===== src/rtl/pb_irq_controller.sv =====
// Eight-source edge-latching interrupt controller on the Picoblaze port bus.
// Latency: source edge to interrupt 2 clk, register reads 1 clk; port bus has no backpressure.
module pb_irq_controller #(
  parameter logic [7:0] BASE_ADDRESS = 8'h20
) (
  input  logic       clk,
  input  logic       reset,
  input  logic [7:0] port_id,
  input  logic [7:0] data_in,
  input  logic       read_strobe,
  input  logic       write_strobe,
  input  logic [7:0] irq_src,
  input  logic       interrupt_ack,
  output logic [7:0] data_out,
  output logic       interrupt
);

  typedef enum logic [1:0] {
    ST_IDLE    = 2'd0,
    ST_REQ     = 2'd1,
    ST_SERVICE = 2'd2
  } state_t;

  state_t     state, state_nxt;
  logic [7:0] pending, pending_nxt;
  logic [7:0] mask;
  logic [7:0] prev;
  logic [7:0] offset;
  logic       in_win;
  logic       wr_pend, wr_mask, wr_force, wr_eoi;
  logic [7:0] edges, masked, cur_id;
  logic       active;

  // Reads have no side effects, so the strobe is deliberately ignored.
  logic unused_rd;
  assign unused_rd = read_strobe;

  function automatic logic [7:0] lowest_id(input logic [7:0] v);
    lowest_id = 8'hFF;
    for (int i = 7; i >= 0; i--) begin
      if (v[i]) lowest_id = i[7:0];
    end
  endfunction

  // Subtraction keeps the decode correct for unaligned base addresses.
  assign offset   = port_id - BASE_ADDRESS;
  assign in_win   = (offset[7:2] == 6'd0);
  assign wr_pend  = write_strobe && in_win && (offset[1:0] == 2'd0);
  assign wr_mask  = write_strobe && in_win && (offset[1:0] == 2'd1);
  assign wr_force = write_strobe && in_win && (offset[1:0] == 2'd2);
  assign wr_eoi   = write_strobe && in_win && (offset[1:0] == 2'd3);

  assign edges  = irq_src & ~prev;
  assign masked = pending & mask;
  assign active = |masked;
  assign cur_id = lowest_id(masked);

  // Sets are OR-ed in after the clear so a same-cycle set wins.
  always_comb begin
    pending_nxt = pending;
    if (wr_pend) pending_nxt = pending_nxt & ~data_in;
    pending_nxt = pending_nxt | edges;
    if (wr_force) pending_nxt = pending_nxt | data_in;
  end

  always_comb begin
    state_nxt = state;
    case (state)
      ST_IDLE: begin
        if (active) state_nxt = ST_REQ;
      end
      ST_REQ: begin
        if (interrupt_ack) state_nxt = ST_SERVICE;
        else if (!active)  state_nxt = ST_IDLE;
      end
      ST_SERVICE: begin
        if (wr_eoi) state_nxt = ST_IDLE;
      end
      default: state_nxt = ST_IDLE;
    endcase
  end

  always_ff @(posedge clk or posedge reset) begin
    if (reset) begin
      state     <= ST_IDLE;
      interrupt <= 1'b0;
    end else begin
      state     <= state_nxt;
      interrupt <= (state_nxt == ST_REQ);
    end
  end

  // prev resets high so lines already asserted at reset release are not edges.
  always_ff @(posedge clk or posedge reset) begin
    if (reset) begin
      pending <= 8'h00;
      mask    <= 8'h00;
      prev    <= 8'hFF;
    end else begin
      pending <= pending_nxt;
      prev    <= irq_src;
      if (wr_mask) mask <= data_in;
    end
  end

  always_ff @(posedge clk or posedge reset) begin
    if (reset) begin
      data_out <= 8'h00;
    end else if (!in_win) begin
      data_out <= 8'h00;
    end else begin
      case (offset[1:0])
        2'd0:    data_out <= pending;
        2'd1:    data_out <= mask;
        2'd2:    data_out <= 8'h00;
        default: data_out <= cur_id;
      endcase
    end
  end

endmodule


===== config.mk =====
export PLATFORM = sky130hd
export DESIGN_NAME = pb_irq_controller
export DESIGN_NICKNAME = d
export VERILOG_FILES = /design/src/rtl/pb_irq_controller.sv
export SDC_FILE = /design/constraint.sdc
export NUM_CORES = 1
export LEC_CHECK = 0
export CAP_MARGIN = 0
export CORE_ASPECT_RATIO = 1.75
export CORE_MARGIN = 8
export CORE_UTILIZATION = 40
export DETAILED_ROUTE_END_ITERATION = 7
export PLACE_DENSITY = 0.69
export SLEW_MARGIN = 15
export SYNTH_ARGS = -nofsm -noshare
export SYNTH_HDL_FRONTEND = slang
export SYNTH_SLANG_ARGS = --single-unit

===== constraint.sdc =====
create_clock -name clk -period 1.4 [get_ports clk]
set_input_delay 0.21 -clock clk [delete_from_list [all_inputs] [get_ports clk]]
set_output_delay 0.21 -clock clk [all_outputs]
set_load 0.03 [all_outputs]

# --- Word-level counts from Yosys, hierarchy flattened ---
# Cells that the tools add are included.
# Widths: inputs -> output; s select.
word_totals:
  reg_bits: 35
  inputBits: 29
  out_inout_bits: 9
  wordCells: 46
classes:
  addsub: 1
  n_eq_ne: 6
  n_mux: 17
  bitwise: 7
  n_reduce_logical: 9
ops:
  columns: ["cell", "n"]
  rows:
  - ["$mux 8", 11]
  - ["$and 8x8->8", 3]
  - ["$pmux 8 s3", 1]
  - ["$not 8->8", 2]
  - ["$or 8x8->8", 2]
  - ["$mux 2", 4]
  - ["$reduce_or 8->1", 1]
  - ["$sub 8x6->8 const B", 1]
  - ["$eq 2x1->1 const B", 3]
  - ["$eq 2x2->1 const B", 3]
  - ["$logic_not 6->1", 1]
  - ["$pmux 2 s3", 1]
  - ["$logic_and 1x1->1", 5]
  - ["$logic_not 2->1", 2]

# --- Depth between registers and ports, before layout ---
depth:
  depth_word: 11
  depth_mapped: 7
  depth_no_buf: 6

# --- Worst setup path after synthesis ---
# No wires, ideal clock.
synth_path:
  kind: "input -> register"
  startpoint: "in port_id[5]"
  endpoint: "reg pending[6]"
  setup_time_ps: 126
  t_arrival_ps: 1904
  required_ps: 1274
  path_slack_ps: -630
  cell_stages: 6
  n_path_buf: 0
  cell_sequence: "inv_1 > ha_1 > or4b_4 > nor4_4 > nand3_1 > a221o_1"
synth_between:
  elab_chain_cells: 8
  word_cells_on_any_way: 9
  cone_classes: "1 x add/sub; 2 x mux; 2 x bitwise; 4 x reduce/logical"
synth_lines:
  columns: ["element", "line", "source"]
  rows:
  - ["start, declared", "8", "input logic [7:0] port_id,"]
  - ["$sub 8x6->8 *", "46", "assign offset = port_id - BASE_ADDRESS;"]
  - ["$logic_not 6->1 *", "47", "assign in_win = (offset[7:2] == 6'd0);"]
  - ["$logic_and 1x1->1 *", "48, 50", null]
  - ["$logic_and 1x1->1", "48", "assign wr_pend = write_strobe && in_win && (offset[1:0] == 2'd0);"]
  - ["$mux 8", "61", "if (wr_pend) pending_nxt = pending_nxt & ~data_in;"]
  - ["$or 8x8->8", "62", "pending_nxt = pending_nxt | edges;"]
  - ["$or 8x8->8", "63", "if (wr_force) pending_nxt = pending_nxt | data_in;"]
  - ["$mux 8 *", "63", null]
  - ["net pending_nxt[6]", "25", "logic [7:0] pending, pending_nxt;"]
  - ["end signal, assigned", "100", "pending <= pending_nxt;"]
  - ["end, declared", "25", null]
# The timed path passes the listed nets; every way through them passes the cells marked *.
# A chain may end at the register's enable or synchronous reset.

# --- Worst setup path in the final report ---
layout_path:
  startpoint: "in port_id[5]"
  endpoint: "reg mask[4]"
layout_between:
  elab_chain_cells: 4
layout_lines:
  columns: ["element", "line", "source"]
  rows:
  - ["$sub 8x6->8", "46", null]
  - ["$logic_not 6->1", "47", null]
  - ["$logic_and 1x1->1 (2 in a row)", "49", "assign wr_mask = write_strobe && in_win && (offset[1:0] == 2'd1);"]
  - ["end signal, assigned", "102", "if (wr_mask) mask <= data_in;"]
  - ["end, declared", "26", "logic [7:0] mask;"]
# No other way between the ends.

==> flow_summary.ini <==
[outcome]
status = complete, but fails checks
violations = setup timing

[route]
ant_nets = 0
vias = 1325
drcViolationCount = 0
avgRoutedWirePerCell_um = 16.6
drtIter0Drc = 41
first_pass_iters = 4
wl_um = 4110
viasPerCell = 5.36

[sta]
fin_setup_tns_ns = -8.32
hold_viol = 0
slew_viol_final = 0
rsz0062_at_grt = yes
slew_headroom_pct = 78.0
fin_crit_ns = 1.79
whs_ns = 0.262
period_share_pct = 128
clock.fmax_mhz = 559
skew_ns = 0.00828
setup_ws_ns = -0.390
worst_slew_pin_slew_ns = 0.330
setup_viol = 25

[worst_setup_path]
end_kind = register
path_max_fanout = 8
reg2reg_depth = 4
critPathLaunchType = primary input
cp.required_ns = 1.57
setup.worst_path.class = in2reg
arrival_ns = 1.96

[power]
swShare_pct = 23.8
p_seq_share_pct = 45.4
pwr_density_cell_nw_per_um2 = 1030
cellInternalPower_w = 0.00187
p_total_w = 0.00246
p_leak_nw = 1.04
ir_worst_vdd_mv = 0.622
p_clk_share_pct = 37.6
p_sw_w = 0.000583
pwr-share-comb_pct = 16.9

[synthesis]
synthSimpleGateAreaFrac_pct = 17.2
postSynthAreaPerCell_um2 = 11.9
synthXorXnorAreaFrac_pct = 0.559
ys_seq_area_share_pct = 56.5
muxShareOfSynthArea_pct = 7.03
syn_area_um2 = 1570
synth_compound_area_share_pct = 15.5
synth-edff-count = 0
synth-seq-cells = 35
synth_top_family_by_area = simple AND/OR/NAND/NOR gates
dominantRegCellSynth = dfrtp_1
synthDistinctLibCells = 33
syn_inst = 132
syn-num-nets = 162
ys_async_sr_fraction_pct = 100
yosys_warnings = 0
synthAdderAreaFrac_pct = 0.799

[clocking]
cts.path.max_buffers = 2
htreeDepth = 2
cts_tree = built
ctsHoldBuffers = 0
clk_latency_ns = 0.29
root_buffer = clkbuf_8
clkTransAtPathRegs_ns = 0.07
cts_made_buffers = 5
cts.sinks = 35

[floorplanning]
die_h_um = 98.8
dieArea_um2 = 6250
io_pins = 38
core-area_um2 = 3830
start_util_pct = 40.9
row_count = 30
die_w_um = 63.3

[global_route]
antenna_found_initial = 0
grt_pass1_vias = 1443
grtUsageTotal_pct = 13.2
grt_max_degree = 36
grt_pass1_wl_um = 6540
globalRouteOverflowTotal = 0

[placed_design]
place.detailed.hpwl_um = 2910
io_buffers = 36
gp_congestion = 0.911
dp_slack_ns = -1.13

[min_path]
hold_class = in2async

[final_layout]
antennaDiodeCount = 0
final_layout_size_suffix_gt1_share_pct = 39.7
area_delta_synth_final_pct = 52.0
final_util_pct = 62.2
final_nets = 228

[run]
drv_cap = 0
## cell type report
cell class | instances | area [um^2]
tap | 48 | 60.1
inverter | 4 | 17.5
fill | 335 | 1450
clock inverter | 2 | 35.0
multi-input combinational | 89 | 726
clock buffer | 6 | 82.6
timing repair buffer | 63 | 574
sequential | 35 | 886
## routing by layer
layer,GRT usage (%),vias up,wire length (um)
li1,-,615,-
met1,12.0,652,1430
met2,24.3,46,2370
met3,4.32,12,177
met4,8.46,0,134
met5,0,-,0
## cells by family after synthesis
kind of cell / after synthesis
xor gates and xnor gates: 1
DFF: 35
AOI/OAI and AO/OA: 32
buffers and inverters: 8
muxes: 10
adders and majority gates: 1
and+or+nand+nor: 45
## flip-flops by register name, indices dropped and copies added (netlist names)
signal     cells
data_out       8
interrupt      1
state          2
prev           8
mask           8
pending        8
## per-stage QoR
step	area [um^2]	instances
floorplan	1570	132
finish	2380	247
CTS	2350	248
global route	2380	247
global placement	2140	233
detailed placement	2140	233
## synthesized netlist by cell type (all sizes together) (2+ instances only)
cell,number,area share (%)
nand2,12,2.9
clkbuf,3,0.72
a221o,9,6.2
a22oi,4,1.9
nor4,2,2.7
dfrtp,27,43
nor2,5,1.2
and2,3,1.2
mux2,8,5.8
dfstp,8,13
o21ai,5,1.6
nand3,8,2.6
mux2i,2,1.3
inv,4,0.96
a21oi,8,2.6
nor2b,8,3.2
## worst max-delay path: stages
cell and delay, ns:
buf_8 0.08, inv_4 0.03, ha_4 0.23, or4b_4 0.47
buf_4 0.17, nor4_4 0.23, buf_6 0.19, mux2_2 0.34
## path summary, 6_finish.rpt
kind	slack (ns)	to	start
min in group clk	0.34	prev[6]$_DFF_PP1_	irq_src[6]
setup / recovery	-0.39	mask[4]$_DFFE_PP0P_	port_id[5]
hold reg to reg	0.47	state[1]$_DFF_PP0_	state[0]$_DFF_PP0_
hold / removal	0.26	pending[5]$_DFF_PP0_	reset
max in group asynchronous	0.89	prev[0]$_DFF_PP1_	reset
setup reg to reg	-0.04	data_out[5]$_DFF_PP0_	pending[4]$_DFF_PP0_
## placed cells by master, fill, tap and decap left out, types with 3 or more instances in the layout
cell type,count
a21oi_1,4
clkbuf_8,6
mux2_2,6
dfstp_2,8
a22oi_1,3
clkdlybuf4s50_1,22
nor2_1,3
nor2b_1,8
dfrtp_1,27
buf_6,3
dlygate4sd2_1,12
and2_1,3
nand2_1,12
nand3_1,6
buf_4,24
a21oi_2,4
a221o_1,3
a221o_2,6
o21ai_0,5
## power groups by stage
stage / clock [W] / combinational [W] / sequential (W)
after floorplan: 0 / 0.000160 / 0.00115
after detailed placement: 0 / 0.000389 / 0.00113
after global placement: 0 / 0.000378 / 0.00113
after CTS: 0.000951 / 0.000405 / 0.00111
after global routing: 0.000992 / 0.000452 / 0.00112
final: 0.000924 / 0.000416 / 0.00112
## what timing repair did
item                                    in CTS  in global routing
gates cloned                                 1                  0
endpoints found under the setup margin      34                 27
pin swaps                                    7                  7
gates resized for setup                     32                 11
setup buffers                                6                  0
(Power assumes the default switching activity.)
